**src/rtl/pll_rst_pkg.sv**
```systemverilog
// Shared definitions for the PLL reset sequencer: state encoding and counter sizing.
package pll_rst_pkg;

    typedef enum logic [2:0] {
        ST_HOLD      = 3'd0,
        ST_WAIT_LOCK = 3'd1,
        ST_STABLE    = 3'd2,
        ST_RUN       = 3'd3,
        ST_FAULT     = 3'd4
    } pll_state_e;

    // Bits needed to count 0 .. max(a,b,c)-1; never narrower than one bit.
    function automatic int cnt_width(input int a, input int b, input int c);
        int m;
        m = (a > b) ? a : b;
        m = (m > c) ? m : c;
        return (m > 1) ? $clog2(m) : 1;
    endfunction

endpackage

```
**src/rtl/sync_2ff.sv**
```systemverilog
// Single-bit two-flop synchronizer with synchronous active-high clear.
module sync_2ff (
    input  logic clk,
    input  logic reset,
    input  logic d,
    output logic q
);

    logic meta_r;

    // Two-stage capture of an asynchronous level into the clk domain.
    always_ff @(posedge clk) begin
        if (reset) begin
            meta_r <= 1'b0;
            q      <= 1'b0;
        end else begin
            meta_r <= d;
            q      <= meta_r;
        end
    end

endmodule

```
**src/rtl/pll_reset_ctrl.sv**
```systemverilog
// PLL/MMCM reset sequencer: pulses the PLL reset, qualifies LOCKED, and releases
// the downstream system reset only after a sustained lock; retries then faults.
module pll_reset_ctrl
    import pll_rst_pkg::*;
#(
    parameter int RST_HOLD_CYCLES    = 16,
    parameter int LOCK_TIMEOUT       = 65536,
    parameter int LOCK_STABLE_CYCLES = 1024,
    parameter int MAX_RETRIES        = 7
) (
    input  logic       clk_in,
    input  logic       reset,
    input  logic       pll_locked,
    output logic       pll_rst,
    output logic       sys_rst,
    output logic       ready,
    output logic       fault,
    output logic [3:0] retry_cnt,
    output logic [7:0] lock_loss_cnt
);

    localparam int CNT_W = cnt_width(RST_HOLD_CYCLES, LOCK_TIMEOUT, LOCK_STABLE_CYCLES);

    localparam logic [CNT_W-1:0] HOLD_LAST    = CNT_W'(RST_HOLD_CYCLES - 1);
    localparam logic [CNT_W-1:0] TIMEOUT_LAST = CNT_W'(LOCK_TIMEOUT - 1);
    localparam logic [CNT_W-1:0] STABLE_LAST  = CNT_W'(LOCK_STABLE_CYCLES - 1);
    localparam logic [CNT_W-1:0] CNT_ONE      = CNT_W'(1);
    localparam logic [3:0]       RETRY_LIMIT  = 4'(MAX_RETRIES);

    pll_state_e       state_r;
    logic [CNT_W-1:0] cnt_r;
    logic             locked_s;

    sync_2ff u_lock_sync (
        .clk   (clk_in),
        .reset (reset),
        .d     (pll_locked),
        .q     (locked_s)
    );

    // Sequencer; outputs are loaded with the values of the state being entered.
    always_ff @(posedge clk_in) begin
        if (reset) begin
            state_r       <= ST_HOLD;
            cnt_r         <= '0;
            pll_rst       <= 1'b1;
            sys_rst       <= 1'b1;
            ready         <= 1'b0;
            fault         <= 1'b0;
            retry_cnt     <= 4'd0;
            lock_loss_cnt <= 8'd0;
        end else begin
            case (state_r)
                ST_HOLD: begin
                    if (cnt_r == HOLD_LAST) begin
                        state_r <= ST_WAIT_LOCK;
                        cnt_r   <= '0;
                        pll_rst <= 1'b0;
                    end else begin
                        cnt_r   <= cnt_r + CNT_ONE;
                    end
                end
                ST_WAIT_LOCK: begin
                    // A lock seen on the timeout cycle takes priority over a retry.
                    if (locked_s) begin
                        state_r <= ST_STABLE;
                        cnt_r   <= '0;
                    end else if (cnt_r == TIMEOUT_LAST) begin
                        cnt_r   <= '0;
                        pll_rst <= 1'b1;
                        if (retry_cnt == RETRY_LIMIT) begin
                            state_r <= ST_FAULT;
                            fault   <= 1'b1;
                        end else begin
                            state_r   <= ST_HOLD;
                            retry_cnt <= retry_cnt + 4'd1;
                        end
                    end else begin
                        cnt_r   <= cnt_r + CNT_ONE;
                    end
                end
                ST_STABLE: begin
                    if (!locked_s) begin
                        state_r <= ST_WAIT_LOCK;
                        cnt_r   <= '0;
                    end else if (cnt_r == STABLE_LAST) begin
                        state_r   <= ST_RUN;
                        cnt_r     <= '0;
                        sys_rst   <= 1'b0;
                        ready     <= 1'b1;
                        retry_cnt <= 4'd0;
                    end else begin
                        cnt_r     <= cnt_r + CNT_ONE;
                    end
                end
                ST_RUN: begin
                    cnt_r <= '0;
                    if (!locked_s) begin
                        state_r <= ST_HOLD;
                        pll_rst <= 1'b1;
                        sys_rst <= 1'b1;
                        ready   <= 1'b0;
                        if (lock_loss_cnt != 8'hFF) begin
                            lock_loss_cnt <= lock_loss_cnt + 8'd1;
                        end else begin
                            lock_loss_cnt <= lock_loss_cnt;
                        end
                    end else begin
                        state_r <= ST_RUN;
                    end
                end
                ST_FAULT: begin
                    cnt_r   <= '0;
                    pll_rst <= 1'b1;
                    sys_rst <= 1'b1;
                    ready   <= 1'b0;
                    fault   <= 1'b1;
                end
                default: begin
                    // Unreachable encodings park the block safely in FAULT.
                    state_r <= ST_FAULT;
                    cnt_r   <= '0;
                    pll_rst <= 1'b1;
                    sys_rst <= 1'b1;
                    ready   <= 1'b0;
                    fault   <= 1'b1;
                end
            endcase
        end
    end

endmodule

```
**config.mk**
```make
export PLATFORM = sky130hd
export DESIGN_NAME = pll_reset_ctrl
export DESIGN_NICKNAME = d
export VERILOG_FILES = /design/src/rtl/pll_rst_pkg.sv /design/src/rtl/sync_2ff.sv /design/src/rtl/pll_reset_ctrl.sv
export SDC_FILE = /design/constraint.sdc
export NUM_CORES = 1
export LEC_CHECK = 0
export ABC_AREA = 1
export CAP_MARGIN = 20
export CORE_UTILIZATION = 42
export DETAILED_ROUTE_END_ITERATION = 10
export GPL_ROUTABILITY_DRIVEN = 0
export SLEW_MARGIN = 30
export SYNTH_ARGS = -nofsm -noshare
export SYNTH_HDL_FRONTEND = slang
export SYNTH_SLANG_ARGS = --single-unit
export TNS_END_PERCENT = 30
```
**constraint.sdc**
```tcl
create_clock -name clk_in -period 1.45 [get_ports clk_in]
set_clock_uncertainty 0.05 [all_clocks]
set_input_delay 0.29 -clock clk_in [delete_from_list [all_inputs] [get_ports clk_in]]
set_output_delay 0.29 -clock clk_in [all_outputs]
set_load 0.01 [all_outputs]
```
==> Word level (Yosys, flattened, before mapping) <==
Index checks and enable logic that the tools add are counted.
{ "totals": {"reg_bits": 37, "in_bits": 3, "out_inout_bits": 16, "word_cells": 83} }
{ "op_classes": {"add_sub_neg": 3, "n_eq_ne": 19, "muxes": 36, "bitwise_logic": 5, "n_reduce_logical": 10} }
{ "ops": {"columns": ["cell", "count"], "rows": [
  ["$mux 16", 5],
  ["$pmux 16 s3", 1],
  ["$mux 4", 5],
  ["$mux 3", 6],
  ["$add 16x1->16 const B", 1],
  ["$eq 16x10->1 const B", 1],
  ["$eq 16x16->1 const B", 1],
  ["$eq 16x4->1 const B", 1],
  ["$pmux 3 s5", 1],
  ["$ne 2x2->1 const B", 7],
  ["$mux 1", 12],
  ["$reduce_and 4->1", 3],
  ["$add 8x1->8 const B", 1],
  ["$ne 8x8->1 const B", 1],
  ["$pmux 4 s2", 1],
  ["$eq 3x2->1 const B", 2],
  ["$pmux 1 s3", 2],
  ["$reduce_and 6->1", 1],
  ["$not 1->1", 5],
  ["$reduce_and 5->1", 1],
  ["$add 4x1->4 const B", 1],
  ["$eq 4x3->1 const B", 1],
  ["$pmux 1 s4", 1],
  ["$eq 3x1->1 const B", 1],
  ["other kinds (11)", 11]
]} }

==> Longest topological paths before layout <==
Gate-level depths: netlist of the first run.
{ "logic_depth": {"ltp_word": 5, "ltp_mapped": 11, "ltp_nobuf": 11} }

==> Modules after synthesis <==
From an unflattened synthesis of the first run, not the netlist that was laid out.
{ "hier_totals": {"cells_unflattened": 256, "hier_area_um2": 1971.9} }
{ "by_module_without_submodules": {"columns": ["module", "instances", "cells_per_inst", "area_per_inst_um2", "seq_area_each_um2"], "rows": [
  ["pll_reset_ctrl", 1, 250, 1916.8, 700.7],
  ["sync_2ff", 1, 6, 55.1, 40.0]
]} }

==> Least setup slack after synthesis of the first run <==
OpenSTA, ideal clock, no wires.
{ "synth_timing": {"path_type": "register to register", "start": "reg cnt_r[0]", "end": "reg cnt_r[15]", "setup_ns": 0.115, "arrival_time_ns": 1.425, "required_time_ns": 1.285, "setup_slack_ns": -0.140, "path_stages_with_launch": 12, "n_path_buf": 1, "synth_period_minus_slack_ns": 1.590, "path_cell_list": "dfxtp_1 ha_1 nand2_1 nor2_1 nand2_2 nor2_4 nand2_2 nand2_2 nand3_2 nand2_4 buf_12 nor2_2"} }
{ "synth_between": {"elab_chain_cells": 4, "word_cells_on_any_way": 10, "classes_between": "add/sub: 1; eq/ne: 3; mux: 6"} }
{ "synth_lines": {"columns": ["item", "line_no", "rtl"], "rows": [
  ["from (decl)", "pll_reset_ctrl.sv:31", "logic [CNT_W-1:0] cnt_r;"],
  ["from (signal assigned)", "pll_reset_ctrl.sv:60", "cnt_r <= cnt_r + CNT_ONE;"],
  ["from (signal assigned)", "pll_reset_ctrl.sv:79", "cnt_r <= cnt_r + CNT_ONE;"],
  ["from (signal assigned)", "pll_reset_ctrl.sv:93", "cnt_r <= cnt_r + CNT_ONE;"],
  ["$add 16x1->16, or another cell as far along", "pll_reset_ctrl.sv:60, pll_reset_ctrl.sv:79, pll_reset_ctrl.sv:93", null],
  ["$mux 16 (on tied branches)", "pll_reset_ctrl.sv:86, pll_reset_ctrl.sv:68", null],
  ["$mux 16 (on tied branches)", "pll_reset_ctrl.sv:83, pll_reset_ctrl.sv:65", null],
  ["$pmux 16 s3 *", "pll_reset_ctrl.sv:53", "case (state_r)"]
]} }
Every way passes the cells marked *; elsewhere a longest branch is shown, timed or not.
A chain may end at the register's enable or synchronous reset.

==> Worst setup path in the final report of the first run <==
Same ends and word-level chain as after synthesis.

==> summary by stage, run 1 <==
Clock network
Clock tree synthesis selected as its root buffer the cell clkbuf_8. TritonCTS built the clock tree. The longest clock path from root to sink contains 2 buffers. The clock input transition at the sequential cells of the worst setup and hold paths is ~0.08 ns. The CTS buffer count is 5. The total clock sinks is 37. In this run the number of H-tree levels came out at 2. The clock latency of the later-clocked register in the worst-skew pair is between 0.2 and 0.3 ns.

Synth
The area of the mapped netlist is 1912 sq um. The sequential fraction of the synthesis area is 0.3874. When the netlist entered floorplanning its net count stood at about 270.

The average footprint of a synthesized cell is slightly above 7 sq um. The synthesized design contains 0 enable-type register cells. The share of synthesized flip-flops with an asynchronous set or reset is 0.

The cell count after synthesis is 265. The number of register bits inferred by synthesis is 37. The Yosys step of the flow raised 0 warnings. The top flip-flop cell by instance count after synthesis is dfxtp_1. The count of cell types in the netlist is 31.

Status
The final reports fail on negative setup slack. The flow ran to the end, but the final reports show violations.

Power and ir drop
The internal portion of the total power is between 1000 and 1500 uW. The analysis attributes to cell leakage a power of roughly 0.0013 uW. The maximum vdd ir drop is between 0.0005 and 0.0006 V.

The analysis attributes to net switching a power of roughly 410 uW. The share of total power dissipated in combinational logic is 0.045. The share of total power dissipated in the clock network is 0.413. Of the total power, the share spent switching nets is 0.2154. Power comes to about 1900 uW. Of the total power, registers draw 0.542.

The power per cell area is approximately 700 nW/um^2.

Final layout
The share of final-layout standard cells stronger than drive strength 1 is 0.3513. The area added between synthesis and finish is 46.53%. The finished layout holds ~400 standard cells, fillers aside.

The layout net count is 358. 0 antenna diodes ended up in the layout. Counting the fill cells in the layout gives 391.

Placement
The number of placed cells counting well taps is 389. Detailed placement finished with a half-perimeter wire length of 3.158 mm. The count of buffers inserted at the top-level ports is 18.

Floorplanning
The floorplan step set the die height to 69.47 microns. The area of the placeable core is roughly 4400 sq um. The area of the die is 4826 sq um. The number of top-level design ports is 19. The die span in x is roughly 69 microns. The initial cell density of the core is 0.4391. Row generation in the floorplan step produced 24 rows.

Global routing
The first-pass GRT wire length is slightly below 8 mm. The global-route usage over all layers is 0.2024. The largest net degree at the start of global routing is 13. The initial antenna violation count was 0.

The via count of the first global-routing pass was approximately 1,900. The overall overflow remaining after global route is 0.

Detailed routing
The post-route antenna net violation count is 0. After the first detailed-routing iteration, the DRC count stood at 103. After detailed routing, the average wire length per cell comes to approximately 11 microns. The total via count after detailed routing is 1,882. For this run, the detailed router's first-pass iteration total came to 4. After detailed routing, the number of remaining DRC violations is 0.

The routed wire length is around 4.5 mm. After detailed routing, the number of vias per cell comes to 4.647.

Critical path
The capturing element of the worst setup path is cnt_r[15]. The type of the worst setup path is reg2reg. The critical path starts at cnt_r[0].

The startpoint of the worst-slack reg-to-reg timing path is cnt_r[0]. Of all nets on the critical path, the largest fanout is 8. The type of destination of the critical path is a flop.

The data required time of the critical path is between 1.5 and 2 ns. For the worst flop-to-flop path, the logic depth is 11. The reg2reg setup slack is -0.19 ns. The launching element type of the critical path is a flop. The worst register-to-register path ends at cnt_r[15]. The arrival time at the worst endpoint is ~1.8 ns.

Timing
Setup violations remaining at the end of the flow were counted as 23. The maximum clock frequency is 0.6094 GHz. The max-slew violation count came to 0. The relative slew slack is 0.7690. Setup slack on the critical path of the routed design comes to -0.1909 ns. Counting I/O delays and the setup requirement, the final critical path takes ~1.6 ns. In the finished design, the share of the clock period the worst path needs comes to 1.132. The number of hold-slack violations in the final timing report is 0. Setup repair after global routing could not meet its margin everywhere.

The tightest hold path in the finished design has a slack of 0.3629 ns. For the pin with the worst max-slew slack, the measured transition is ~0.35 ns.

Job
The tool flagged a number of max-cap violations equal to 0.

Hold path
The min-delay analysis places its worst path in the category reg2reg.
-- flip-flops by register name, summed over array words and instances, names as in the netlist, 3 cells and up --
register and flops:
state_r 3, lock_loss_cnt 8, cnt_r 16, retry_cnt 4
-- critical path, stage by stage (launching register included) --
cell and delay (ns):
dfxtp_2 0.35, ha_4 0.15, nand2_4 0.06, nor2_4 0.11, nand2_2 0.09, nor2_4 0.15
nand2_2 0.08, nand2_2 0.08, nand3_2 0.09, nand2_4 0.14, buf_12 0.13, nor2_2 0.03
-- what timing repair did --
action	4_1_cts	5_1_grt
setup endpoints to repair	49	30
pin swaps	7	2
setup buffers	8	0
resized for setup	27	10
hold buffers	0	0
-- cell families after synthesis --
| family | Yosys count | share of synthesized area |
|---|---|---|
| compound gates | 20 | 0.05955 |
| xor+xnor | 11 | 0.05039 |
| fa+ha+maj | 3 | 0.01964 |
| buf+inv | 42 | 0.09097 |
| flops | 37 | 0.3874 |
| simple gates | 152 | 0.3920 |
-- per-layer routing --
metal  global-route usage  routed length (microns)  vias to the layer above
met5                    0                        0                        -
met4              0.09751                       73                        0
met2               0.3430                     2087                       20
li1                     -                        -                     1009
met1               0.2447                     2198                      846
met3              0.03924                      116                        7
-- power by group through the flow --
| stage | registers (uW) | logic [uW] | clock network (uW) |
|---|---|---|---|
| floorplan | 1060 | 43.8 | 0 |
| global placement | 1060 | 78.9 | 0 |
| detailed placement | 1060 | 80.4 | 0 |
| CTS | 1040 | 85.6 | 804 |
| global route | 1040 | 96.1 | 845 |
| finish | 1040 | 85.5 | 790 |
-- cell type report --
type | instances | area [sq um] | share of cell area
Sequential cell | 37 | 749.5 | 0.2675
Timing Repair Buffer | 82 | 656.9 | 0.2345
Inverter | 40 | 150.1 | 0.05360
Multi-Input combinational cell | 186 | 1079 | 0.3850
Clock inverter | 1 | 5.005 | 0.001787
Clock buffer | 7 | 96.34 | 0.03439
Tap cell | 52 | 65.06 | 0.02322
-- worst min-delay path by stage --
stage                  startpoint          endpoint  depth (start not counted)
6_report       u_lock_sync.meta_r     u_lock_sync.q                          2
5_1_grt        u_lock_sync.meta_r     u_lock_sync.q                          2
4_1_cts        u_lock_sync.meta_r     u_lock_sync.q                          2
3_5_place_dp   u_lock_sync.meta_r     u_lock_sync.q                          2
3_3_place_gp   u_lock_sync.meta_r     u_lock_sync.q                          2
2_1_floorplan               reset  lock_loss_cnt[4]                          1
-- through the flow --
step | utilization | TNS (ns) | cell area [sq um] | setup WS (ns)
floorplan | - | -0.6523 | 1932 | -0.06492
global placement | 0.5940 | -3.161 | 2586 | -0.1861
detailed placement | 0.5940 | -3.492 | 2586 | -0.1967
CTS | 0.6353 | -2.422 | 2766 | -0.1539
global route | 0.6434 | -6.304 | 2801 | -0.3132
finish | 0.6434 | -3.107 | 2801 | -0.1909
-- layout by cell type (no fill, tap or decap), drive strengths merged --
master	count
a31oi	2
ha	3
nand3	24
nand2	60
nor4	1
buf	64
nor2	46
nand3b	2
o21ai	7
clkbuf	7
nand4	4
dlygate4sd2	16
clkdlybuf4s50	2
inv	40
a21oi	8
a211oi	1
nor3	11
dfxtp	37
or2	3
o211ai	2
xor2	10
clkinv	1
xnor2	1
and3	1
-- cells in the mapped netlist, types with 2 or more instances --
library cell  count  share of area
a31oi_1           2         0.0065
nand2_1          52           0.10
nand2_4           2          0.012
o211ai_1          2         0.0079
nand4_1           4          0.013
inv_2             3         0.0059
nand3b_1          2         0.0079
dfxtp_1          37           0.39
nand2_2           6          0.020
o21ai_1           3         0.0079
o21ai_0           4          0.010
nor3_1           11          0.029
nor2_4            3          0.018
a21oi_1           7          0.018
inv_1            37          0.073
nand3_2           2          0.010
nor2_2           12          0.039
nor2_1           31          0.061
or2_1             2         0.0065
ha_1              3          0.020
nand3_1          21          0.055
xor2_1           10          0.046
No activity file was read; power rests on OpenSTA's default activity.
==> inputs of run 2 (changes only) <==
--- a/config.mk
+++ b/config.mk
@@ -10,6 +10,7 @@
 export CORE_UTILIZATION = 42
 export DETAILED_ROUTE_END_ITERATION = 10
 export GPL_ROUTABILITY_DRIVEN = 0
+export SKIP_LAST_GASP = 1
 export SLEW_MARGIN = 30
 export SYNTH_ARGS = -nofsm -noshare
 export SYNTH_HDL_FRONTEND = slang
==> run 2 against run 1 <==
Net effect:
- the run still ends with negative setup slack left
- sequential power is essentially flat
- register-to-register slack barely moved
- final area is 0.54% lower
- clock power about the same
==> summary by stage, run 2 (synthesis gave the netlist of run 1 again) <==
Status
The run finished, with violations left. The checks that failed: negative setup slack.

Clock network
The clock root buffer is clkbuf_8. Clock-pin slew was measured on the worst setup and hold paths at 0.07 ns. The clock tree synthesis step divided the H-tree into 2 levels. The clock tree from TritonCTS is done. Counting every sink on the clock net gives 37.

The clock latency of the later-clocked register in the worst-skew pair is 0.28 ns. The longest clock path from root to sink contains 2 buffers. In this run, CTS created clock tree buffers numbering 5.

Detailed routing
Summed over all nets, wire length on met3 after detailed routing comes to about 120 microns. The DRC marker count from the first detailed-route iteration is just under 90. The total via count after detailed routing is roughly 1,900. Wires add up to 4.361 mm. The detail route stage leaves a number of antenna-violating nets equal to 0. The detailed router put a total of 2.180 mm of wire on met1.

In the routed layout, each cell is associated on average with a via count of approximately 4.6. Summed over all nets, wire length on met2 after detailed routing comes to 1.984 mm. Before antenna repair, the detailed router went through 4 iterations. In the routed design, unresolved DRC markers number 0. The routed wire length per instance is about 11 microns. Signal routing reaches up to met4.

Critical path
The type of the worst setup path is reg2reg. The signal on the critical path passes through ha_4 > nand2_4 > nor2_4 > nand2_2 > nor2_4 > nand2_2 > nand2_2 > nand3_2 > nand2_4 > buf_12 > nor2_2. Data arrives at the worst endpoint at between 1.5 and 2 ns. For the worst setup path, the data required time is about 1.6 ns. The most numerous cell on the critical path is nand2_2. In this run the worst path has a maximum fanout of 8. The dominant delay contributor by cell family on the critical path is simple AND/OR/NAND/NOR gates. The critical-path cell with the highest stage delay is dfxtp_2. The type of destination of the critical path is a flop. The worst path buffer plus inverter count is 1. The worst setup path is launched from a flop. The worst stage delay on the critical path is about 0.35 ns.

Final layout
The repair_antennas step left the layout with diodes totalling 0. The largest registers in the layout are cnt_r: 16 flops, lock_loss_cnt: 8 flops, retry_cnt: 4 flops. Leaving out fill and tap cells, the most frequent cell in the layout is buf_4. The top register by number of flip-flops is cnt_r. The register with the most flip-flops in the layout has 16 of them. The final standard cell area without fillers is roughly 2800 sq um. At the end of the flow the core is filled with cells to 0.6399. The layout net count is roughly 360. The area added between synthesis and finish is 45.75%. After filler insertion, the fill cell instance count of the layout stands at around 380.

The top cell types in the final layout, fill and taps aside, are 63 x buf_4, 50 x nand2_1, 37 x inv_1. Of the cells placed in the final design, the portion with a size suffix greater than 1 is 0.3249.

Floorplanning
During I/O placement, the number of pins put on the boundary was 19. The initial cell density of the core is 0.4391. The area of the placeable core is ~4400 sq um. The die covers ~4800 sq um. From bottom edge to top edge, the die measures roughly 70 microns. The placement row count is 24. The die span in x is about 69 microns.

Global routing
Global routing finished with a remaining overflow of 0. Entering global routing, the biggest net connects 13 pins. The via count of the first global-routing pass is between 1,500 and 2,000. The first global-routing pass estimated between 7 and 8 mm of wire. The initial antenna violation count is 0.

The global-route usage over all layers is 0.1999.

Hold path
The path class of the tightest hold or removal check is reg2reg.

Timing
In the finished design, the share of the clock period the worst path needs comes to 1.134. The number of hold-slack violations in the final timing report came to 0. The relative slew slack is 0.7495. Setup violations remaining at the end of the flow were counted as 46. The max-slew violation count is 0. Setup repair after global routing could not meet its margin everywhere. The post-route worst hold slack is approximately 0.36 ns. At the pin with the least slew margin, the transition time is approximately 0.37 ns.

Derived from the worst setup path, the maximum achievable clock frequency is ~0.6 GHz. The worst path in the final design needs a cycle of roughly 1.6 ns, including I/O delays and setup. In the post-route analysis, the smallest setup slack over all paths is -0.1939 ns.

Placement
The count of buffers inserted at the top-level ports is 18. Prior to clock tree synthesis, the placed netlist has a worst setup slack of -0.1967 ns. The total placed instance area is approximately 2600 sq um.

The wire-length estimate of the detail-placed layout is approximately 3.2 mm.

Power and ir drop
The analysis attributes to net switching a power of between 400 and 500 uW. The share of total power dissipated in combinational logic is 0.045. The cell leakage power is between 0.001 and 0.0015 uW. IR analysis of the VDD net gives a maximum drop of between 0.0005 and 0.0006 V. The switching part of the total power is 0.2144. The power share of the sequential group is 0.542. The overall power after layout is between 1500 and 2000 uW. The proportion of power drawn by the clock network is 0.413. The power per cell area is 685.1 nW/um^2.

The internal cell power is ~1500 uW.

Job
The max-capacitance violation count is 0.
run 2: cell types whose count changed in the layout (fill, tap and decap cells not counted), sizes merged:
cell	delta
dlygate4sd2	-14
buf	+1
clkdlybuf4s50	+14
run 2: power by group through the flow:
| stage | Clock [uW] | Sequential (uW) | Combinational (uW) |
|---|---|---|---|
| 2_1_floorplan | 0 | 1060 | 43.8 |
| 3_3_place_gp | 0 | 1060 | 78.9 |
| 3_5_place_dp | 0 | 1060 | 80.4 |
| 4_1_cts | 804 | 1040 | 85.4 |
| 5_1_grt | 845 | 1040 | 95.6 |
| 6_report | 788 | 1040 | 85.3 |
run 2: layer usage:
| metal | vias up | global-route usage |
|---|---|---|
| met5 | - | 0 |
| met4 | 0 | 0.09751 |
| met3 | 7 | 0.03779 |
| met2 | 24 | 0.3398 |
| met1 | 830 | 0.2411 |
| li1 | 1008 | - |
run 2: worst reg2reg max path, delay by kind of cell (launching register included):
family / cells / cell delay, ns
fa+ha+maj: 1 / 0.15
simple gates: 9 / 0.85
buf+inv: 1 / 0.13
flops: 1 / 0.35
run 2: final cells by class:
| type | count | area, sq um | area share |
|---|---|---|---|
| Timing Repair Buffer | 83 | 681.9 | 0.2447 |
| Clock buffer | 7 | 96.34 | 0.03458 |
| Clock inverter | 1 | 5.005 | 0.001796 |
| Sequential cell | 37 | 745.7 | 0.2676 |
| Inverter | 40 | 150.1 | 0.05388 |
| Tap cell | 52 | 65.06 | 0.02335 |
| Multi-Input combinational cell | 186 | 1042 | 0.3740 |
run 2: repair_timing:
item / in CTS / in global routing
pin swaps: 5 / 2
endpoints found under the setup margin: 49 / 47
resized for setup: 9 / 3
gates cloned: 0 / 0
buffers inserted: 8 / 1
hold buffers: 0 / 0
run 2: through the flow:
step | std cells | setup TNS, ns
after CTS | 405 | -4.150
after floorplan | 265 | -0.6523
after global placement | 389 | -3.161
after global routing | 406 | -9.318
after detailed placement | 389 | -3.492
final | 406 | -4.751
run 2: path summary, 6_finish.rpt:
path / from / end / slack (ns) / depth (start not counted)
setup / recovery: cnt_r[0] / cnt_r[15] / -0.19 / 11
hold / removal: u_lock_sync.meta_r / u_lock_sync.q / 0.36 / 2
setup reg to reg: cnt_r[0] / cnt_r[15] / -0.19 / 11
hold reg to reg: u_lock_sync.meta_r / u_lock_sync.q / 0.36 / 2
==> inputs of run 3 (changes only) <==
--- a/config.mk
+++ b/config.mk
@@ -7,9 +7,12 @@
 export LEC_CHECK = 0
 export ABC_AREA = 1
 export CAP_MARGIN = 20
-export CORE_UTILIZATION = 42
+export CELL_PAD_IN_SITES_DETAIL_PLACEMENT = 0
+export CELL_PAD_IN_SITES_GLOBAL_PLACEMENT = 1
+export CORE_UTILIZATION = 37
 export DETAILED_ROUTE_END_ITERATION = 10
 export GPL_ROUTABILITY_DRIVEN = 0
+export PLACE_DENSITY_LB_ADDON = 0.1
 export SKIP_LAST_GASP = 1
 export SLEW_MARGIN = 30
 export SYNTH_ARGS = -nofsm -noshare
==> run 3 against run 2 <==
Net effect:
- the flow still finishes with violations (negative setup slack)
- final cell count grew 2.7%
- sequential share of layout area fell by 0.16 points
- largest cell class unchanged
- setup slack gained 0.039 ns
- global-route usage is 1.4 points lower
- register-to-register slack improved by 0.07 ns
- non-clock buffer count decreased by 4
==> summary by stage, run 3 (synthesis gave the netlist of run 1 again) <==
Status
The run finished, with violations left. The checks that failed: negative setup slack.

Hold path
The worst min-delay path class is reg2reg.

Critical path
Walking the worst path, the cells encountered are clkdlybuf4s50_1. STA classifies the critical path endpoint as an output pin. At the worst endpoint, the required time is between 1 and 1.5 ns. In this run the worst path has a maximum fanout of 5. Counting both buffers and inverters, the worst setup path holds a total of 1. The slowest stage of the critical path is the clkdlybuf4s50_1 cell. The dominant delay contributor by cell family on the critical path is buffers and inverters.

The worst stage delay on the critical path is about 0.57 ns. The critical path is of the reg2out type. The launching element type of the critical path is a flop. At the worst endpoint, the arrival time is ~1.3 ns.

Power and ir drop
VDD sags by at most 0.0004908 V. In this run the power density over the cells is 649.6 nW/um^2. The design draws roughly 1800 uW. The cell leakage power is 0.001270 uW.

Floorplanning
The die extent in y is roughly 74 microns. The initial cell density of the core is 0.3943. In this run the horizontal extent of the chip is 73.88 microns. The placement row count is 25.

In this run the standard cell core region covers between 4000 and 5000 sq um. The die covers between 5000 and 6000 sq um. The number of top-level design ports is 19.

Placement
The total placed instance area is roughly 2600 sq um. Port buffering added 18 buffers. The total half-perimeter wirelength after legalization and detailed placement is ~3.3 mm.

Timing analysis after detailed placement gives a worst setup slack of -0.2122 ns.

Detailed routing
The routed length on met2 is between 1.5 and 2 mm. In the final routing, the length of wire on met1 measures roughly 2.2 mm. Using the TritonRoute via totals, the vias-per-cell ratio works out to roughly 4.5. The detailed router placed between 1,500 and 2,000 vias in this run. The count of nets left with antenna violations once routing finished came out at 0.

The detailed route wirelength on metal3 is 129 microns. Dividing the detail-routed wire length by the instance count gives between 10 and 15 microns. The first routing iteration left 65 violations. Signal routing reaches up to met4. The first-pass iteration count of the detailed router is 5. The routed wire length is 4.371 mm. The post-route DRC violation count is 0.

Final layout
The final design utilization is 0.5773. The flip-flop count of the largest register after layout is 16. The layout net count is ~360. The area added between synthesis and finish is 46.40%. The final standard cell area without fillers is approximately 2800 sq um. The most frequent standard cell in the layout excluding fill and tap cells is buf_4. The register with the most flip-flops in the final layout is cnt_r. The top cell types in the final layout, fill and taps aside, are 57 x buf_4, 49 x nand2_1, 36 x inv_1. The number of antenna diodes is 0. The share of final-layout standard cells stronger than drive strength 1 is 0.3257.

The largest registers in the layout are cnt_r: 16 flops, lock_loss_cnt: 8 flops, retry_cnt: 4 flops.

Global routing
In the global route stage, overall resource usage came out at 0.1862. The via count of the first global-routing pass is 1,794. Entering global routing, the biggest net connects 14 pins. For this run the aggregate overflow at the end of global routing stands at 0. The first-pass GRT wire length is around 7.6 mm.

The initial antenna violation count is 0.

Timing
Setup repair after global routing could not meet its margin everywhere. The post-route worst hold slack is between 0.3 and 0.4 ns. Of the available clock period, the critical path in the final layout requires 1.107. The max-slew violation count came to 0. The worst pin sits at a relative slew slack of 0.7481. The number of hold-slack violations in the final timing report is 0. Based on the critical path, the design can be clocked at up to a little over 0.6 GHz. Once routing completed, OpenROAD measured the worst setup slack at -0.1545 ns. For the pin with the worst max-slew slack, the measured transition is 0.3745 ns. The smallest clock period supported by the final layout is computed as approximately 1.6 ns. The final count of negative-setup-slack endpoints is slightly above 40.

Clock network
CTS saw 37 sinks. The clock root buffer is clkbuf_8. TritonCTS built the clock tree. In this run the deepest clock path goes through 2 buffers. The CTS buffer count is 5. The clock latency of the later-clocked register in the worst-skew pair is 0.29 ns.

The H-tree generated during clock tree synthesis spans 2 levels. After clock tree synthesis, the clock-pin slew on the worst setup and hold paths is roughly 0.07 ns.

Job
The max-capacitance violation count is 0.
## run 3: cell count changes in the layout (fill, tap and decap cells not counted), sizes merged
| cell | previous run | this run |
|---|---|---|
| clkbuf | 7 | 6 |
| clkinv | 1 | 2 |
| dlygate4sd2 | 2 | 3 |
| buf | 65 | 61 |
| clkdlybuf4s50 | 16 | 15 |
## run 3: area by class of cell
type | instances | area [sq um]
repair buffers | 79 | 666.9
multi-input cells | 186 | 1071
clock buffers | 6 | 72.57
fillers | 467 | 2049
clock inverters | 2 | 10.01
inverters | 40 | 150.1
well taps | 67 | 83.83
flip-flops and latches | 37 | 744.5
## run 3: power by group
part	switching, uW	leakage (uW)	internal (uW)
clock network	363	0.0000450	333
logic	42.1	0.000925	43.9
registers	9.05	0.000300	1030
## run 3: layer usage
layer  track usage  up-vias
li1              -     1004
met1        0.2255      837
met2        0.3140       31
met3       0.04938        4
met4       0.07051        0
met5             0        -
## run 3: repair_timing
| item | CTS | global route |
|---|---|---|
| hold buffers | 0 | 0 |
| pin swaps | 4 | 8 |
| setup buffers | 4 | 0 |
| endpoints found under the setup margin | 46 | 47 |
| gates resized for setup | 10 | 10 |
## run 3: final timing paths
path	startpoint	end	slack (ns)	depth (start not counted)
setup / recovery	retry_cnt[2]	retry_cnt[2]	-0.15	1
setup reg to reg	cnt_r[0]	cnt_r[15]	-0.12	9
hold / removal	u_lock_sync.meta_r	u_lock_sync.q	0.35	2
hold reg to reg	u_lock_sync.meta_r	u_lock_sync.q	0.35	2
## run 3: per-stage QoR
step	instances	TNS (ns)
3_5_place_dp	405	-3.724
3_3_place_gp	405	-3.388
6_report	417	-3.530
2_1_floorplan	265	-0.6523
5_1_grt	417	-8.310
4_1_cts	417	-4.442
==> patch 1 (config.mk and constraints of run 2) <==
Register the output `fault` once more, with the module's reset; this adds one clock of latency there. The other outputs are not delayed to match.
--- a/src/rtl/pll_reset_ctrl.sv
+++ b/src/rtl/pll_reset_ctrl.sv
@@ -27,6 +27,8 @@
     localparam logic [CNT_W-1:0] CNT_ONE      = CNT_W'(1);
     localparam logic [3:0]       RETRY_LIMIT  = 4'(MAX_RETRIES);
 
+    logic fault_s0;
+
     pll_state_e       state_r;
     logic [CNT_W-1:0] cnt_r;
     logic             locked_s;
@@ -46,7 +48,7 @@
             pll_rst       <= 1'b1;
             sys_rst       <= 1'b1;
             ready         <= 1'b0;
-            fault         <= 1'b0;
+            fault_s0      <= 1'b0;
             retry_cnt     <= 4'd0;
             lock_loss_cnt <= 8'd0;
         end else begin
@@ -70,7 +72,7 @@
                         pll_rst <= 1'b1;
                         if (retry_cnt == RETRY_LIMIT) begin
                             state_r <= ST_FAULT;
-                            fault   <= 1'b1;
+                            fault_s0 <= 1'b1;
                         end else begin
                             state_r   <= ST_HOLD;
                             retry_cnt <= retry_cnt + 4'd1;
@@ -114,7 +116,7 @@
                     pll_rst <= 1'b1;
                     sys_rst <= 1'b1;
                     ready   <= 1'b0;
-                    fault   <= 1'b1;
+                    fault_s0 <= 1'b1;
                 end
                 default: begin
                     // Unreachable encodings park the block safely in FAULT.
@@ -123,11 +125,19 @@
                     pll_rst <= 1'b1;
                     sys_rst <= 1'b1;
                     ready   <= 1'b0;
-                    fault   <= 1'b1;
+                    fault_s0 <= 1'b1;
                 end
             endcase
         end
     end
 
+    always_ff @(posedge clk_in) begin
+        if (reset) begin
+            fault <= '0;
+        end else begin
+            fault <= fault_s0;
+        end
+    end
+
 endmodule
 
Formal check against the unedited RTL: no difference found for any inputs over 10 cycles, from zero or initial values and one cycle with reset high; that may be too few to reach the edited logic, so the function may still have changed.
==> patch 1 against run 2 <==
Design area increased by 0.36%; sequential share of layout area increased by 1.1 points; via count increased by 1.3%; sequential cell count increased by 1; clock power decreased by 3.3%; cell count decreased by 3.4%; count of clock-buffer cells in the layout unchanged; fmax increased by 4.6%; total power increased by 0.35%; area after synthesis increased by 0.98%; setup slack improved by 73 ps; routed wire length increased by 1.2%; the flow still finishes with violations (negative setup slack); worst hold slack got worse by 7.5 ps.
==> patch 1: results <==
[worst_setup_path]
worst_r2r_path_depth = 12
rr_startpoint = "cnt_r[1]"
crit_family = "buffers and inverters"

[power_and_ir_drop]
p_sw_share_pct = 22.8
clk-power_uw = 762

[detailed_routing]
via_per_inst = 4.83
drt_iter0_markers = 68
drt-total-wl_mm = 4.42

[synthesis]
yosys-top-cells-count = "nand2_1 (58), inv_1 (41), dfxtp_1 (38), nor2_1 (36), nand3_1 (20)"
netlist_top_cells_area = "dfxtp_1 (39%), nand2_1 (11%), inv_1 (8.0%)"
seq_area_frac_synth_pct = 39.4
synth_seq_cells = 38

[run_status]
violations = "negative setup slack"
status = "finished, violations left"

[layout]
clkCellAreaFrac_pct = 3.27
seq_area_um2 = 779
buffers = 59
inverters_excl_clock = 45
buf_share_pct = 17.4
multi_input_area_um2 = 1200
multi_input_gates = 190

[sta]
finalWorstSetupSlack_ps = -121
setup_viol = 32
tightest_slew_ps = 493

[placement]
place_hpwl_mm = 3.07
dpl.cell_count = 376

[clock_network]
post-cts-setup-buffer-count = 2

[grt]
grt_pass1_wl_mm = 7.28
## patch 1: changes by cell type in the layout (fill, tap and decap cells not counted), moves of 4 or more
| cell | run 2 | this run |
|---|---|---|
| buf_4 | 63 | 40 |
| clkdlybuf4s50_1 | 16 | 11 |
| dfxtp_1 | 33 | 23 |
| dfxtp_2 | 4 | 15 |
| dlygate4sd2_1 | 2 | 6 |
| nand3_1 | 20 | 14 |
| nand4_1 | 4 | 8 |
| nor2_2 | 13 | 7 |
| nor3_1 | 11 | 6 |
| nor3_2 | 0 | 5 |
## patch 1: metal layers
metal  track usage, %  vias to the layer above  part of all wire (%)
li1                 -                     1003                     -
met4             6.00                        0                   1.1
met1             24.9                      850                    48
met5                0                        -                     0
met3             4.36                        4                   3.8
met2             29.0                       37                    47
## patch 1: cell families after synthesis
logic type / synth area share, %
AND/OR/NAND/NOR: 37.5
buffers and inverters: 9.14
flip-flops: 39.4
AO/OA/AOI/OAI: 7.06
XOR/XNOR: 4.99
adder cells (fa/ha/maj): 1.94
## patch 1: worst max-delay path by stage
stage	slack, ps	end	cells after the start
after floorplan	-6	cnt_r[6]	12
after global placement	-170	cnt_r[6]	10
after detailed placement	-180	cnt_r[2]	10
after CTS	-120	retry_cnt[3]	1
after global routing	-220	cnt_r[2]	12
final	-120	retry_cnt[3]	1
## patch 1: through the flow
stage          area [µm²]  worst slack (ps)  total power [mW]  setup TNS, ps  hold slack [ps]
2_1_floorplan        1970             -6.18              1.12          -12.4              338
3_3_place_gp         2460              -171              1.15          -2160              345
3_5_place_dp         2460              -178              1.15          -2490              347
4_1_cts              2640              -120              1.93          -1740              357
5_1_grt              2800              -221              1.99          -4580              383
6_report             2800              -121              1.92          -1560              356
==> patch 2 (settings of run 2) <==
Made on the original files. `RST_HOLD_CYCLES`: 16 -> 18.
--- a/src/rtl/pll_reset_ctrl.sv
+++ b/src/rtl/pll_reset_ctrl.sv
@@ -3,7 +3,7 @@
 module pll_reset_ctrl
     import pll_rst_pkg::*;
 #(
-    parameter int RST_HOLD_CYCLES    = 16,
+    parameter int RST_HOLD_CYCLES    = 18,
     parameter int LOCK_TIMEOUT       = 65536,
     parameter int LOCK_STABLE_CYCLES = 1024,
     parameter int MAX_RETRIES        = 7
Check against the original RTL: same outputs for any inputs over 10 cycles, from zero or initial values and one cycle with reset high; that may be too few to reach the edited logic, so the function may still have changed.
==> patch 2 against run 2 <==
The flow still finishes with violations (negative setup slack); largest cell class unchanged; routed wire length shrank 1.0%; combinational power fell by 5.2%; sequential cell count stayed put; sequential share of layout area up 0.96 points; design area shrank 3.0%; setup slack improved by 110 ps; total power rose by 7.7%; area after synthesis fell by 2.9%.
==> patch 2: results <==
[synthesis]
synth_adder_area_share_pct = 2.70
synth_cells = 259
synth_cell_types = 29
async_flop_share_pct = 0
synthXorXnorAreaFrac_pct = 5.19
seq_area_frac_synth_pct = 39.9
synth-warning-count = 0
synth_compound_area_share_pct = 7.82
yosys-top-cells-count = "nor2_1 (48), nand2_1 (44), dfxtp_1 (37), inv_1 (34), nand3_1 (17)"
syn-num-nets = 266
netlist_top_cells_area = "dfxtp_1 (40%), nor2_1 (9.7%), nand2_1 (8.9%)"

[worst_setup_path]
cp-startpoint = "cnt_r[1]"
worst-path-max-fanout = 3
worst_r2r_path_depth = 9
cp-endpoint = "state_r[0]"

[layout]
final_nets = 337
fillers = 370
top_regs = "cnt_r (16), lock_loss_cnt (8), retry_cnt (4)"
fin_cells = 381
multi_input_area_um2 = 1080
layout-drive-gt1-share_pct = 32.3

[grt]
grt_pass1_vias = 1652
globalRouteMet1Util_pct = 24.5
use_met2_pct = 32.5
grt_pass1_wl_mm = 6.87
global_route.usage.met3_pct = 4.67
grt_max_degree = 13
grtUsageTotal_pct = 19.8
gr-total-overflow = 0

[sta]
tns_ps = -1960
tightest_slew_ps = 319
finalWorstSetupSlack_ps = -84.1
setup_viol = 31

[detailed_routing]
maxUsedRoutingLayer = "met4"
drt-total-wl_mm = 4.32
wl_met2_mm = 1.98
drt_iter0_markers = 55
drt-met1-wl_mm = 2.16
vias = 1834
wl_met3_um = 123

[clock_network]
numCtsBuffers = 5
post-cts-setup-buffer-count = 2
clk_latency_ps = 290
cts_resized = 17
root_buffer = "clkbuf_8"

[run_status]
status = "finished, violations left"
violations = "negative setup slack"

[power_and_ir_drop]
powerComb_uw = 80.9
p_leak_nw = 1.19
peakVddDrop_uv = 526
p_sw_share_pct = 20.9
clk-power_uw = 937
p_int_mw = 1.63

[placement]
pre_cts_slack_ps = -105
dpl.cell_count = 370
postPlaceCellArea_um2 = 2460
place_hpwl_mm = 3.10

[min_path]
hp-class = "flip-flop to flip-flop"
## patch 2: worst min-delay path by stage
stage	start	to	slack, ps	cells after the start
2_1_floorplan	u_lock_sync.meta_r	u_lock_sync.q	340	2
3_3_place_gp	u_lock_sync.meta_r	u_lock_sync.q	360	2
3_5_place_dp	u_lock_sync.meta_r	u_lock_sync.q	350	2
4_1_cts	u_lock_sync.meta_r	u_lock_sync.q	370	2
5_1_grt	u_lock_sync.meta_r	u_lock_sync.q	380	2
6_report	u_lock_sync.meta_r	u_lock_sync.q	360	2
## patch 2: final cells by class
| type | instances | area share (%) |
|---|---|---|
| Multi-Input combinational cell | 182 | 39.8 |
| Sequential cell | 37 | 27.7 |
| Timing Repair Buffer | 67 | 20.4 |
| Inverter | 37 | 5.32 |
| Clock buffer | 6 | 3.05 |
| Tap cell | 50 | 2.31 |
| Clock inverter | 2 | 1.39 |
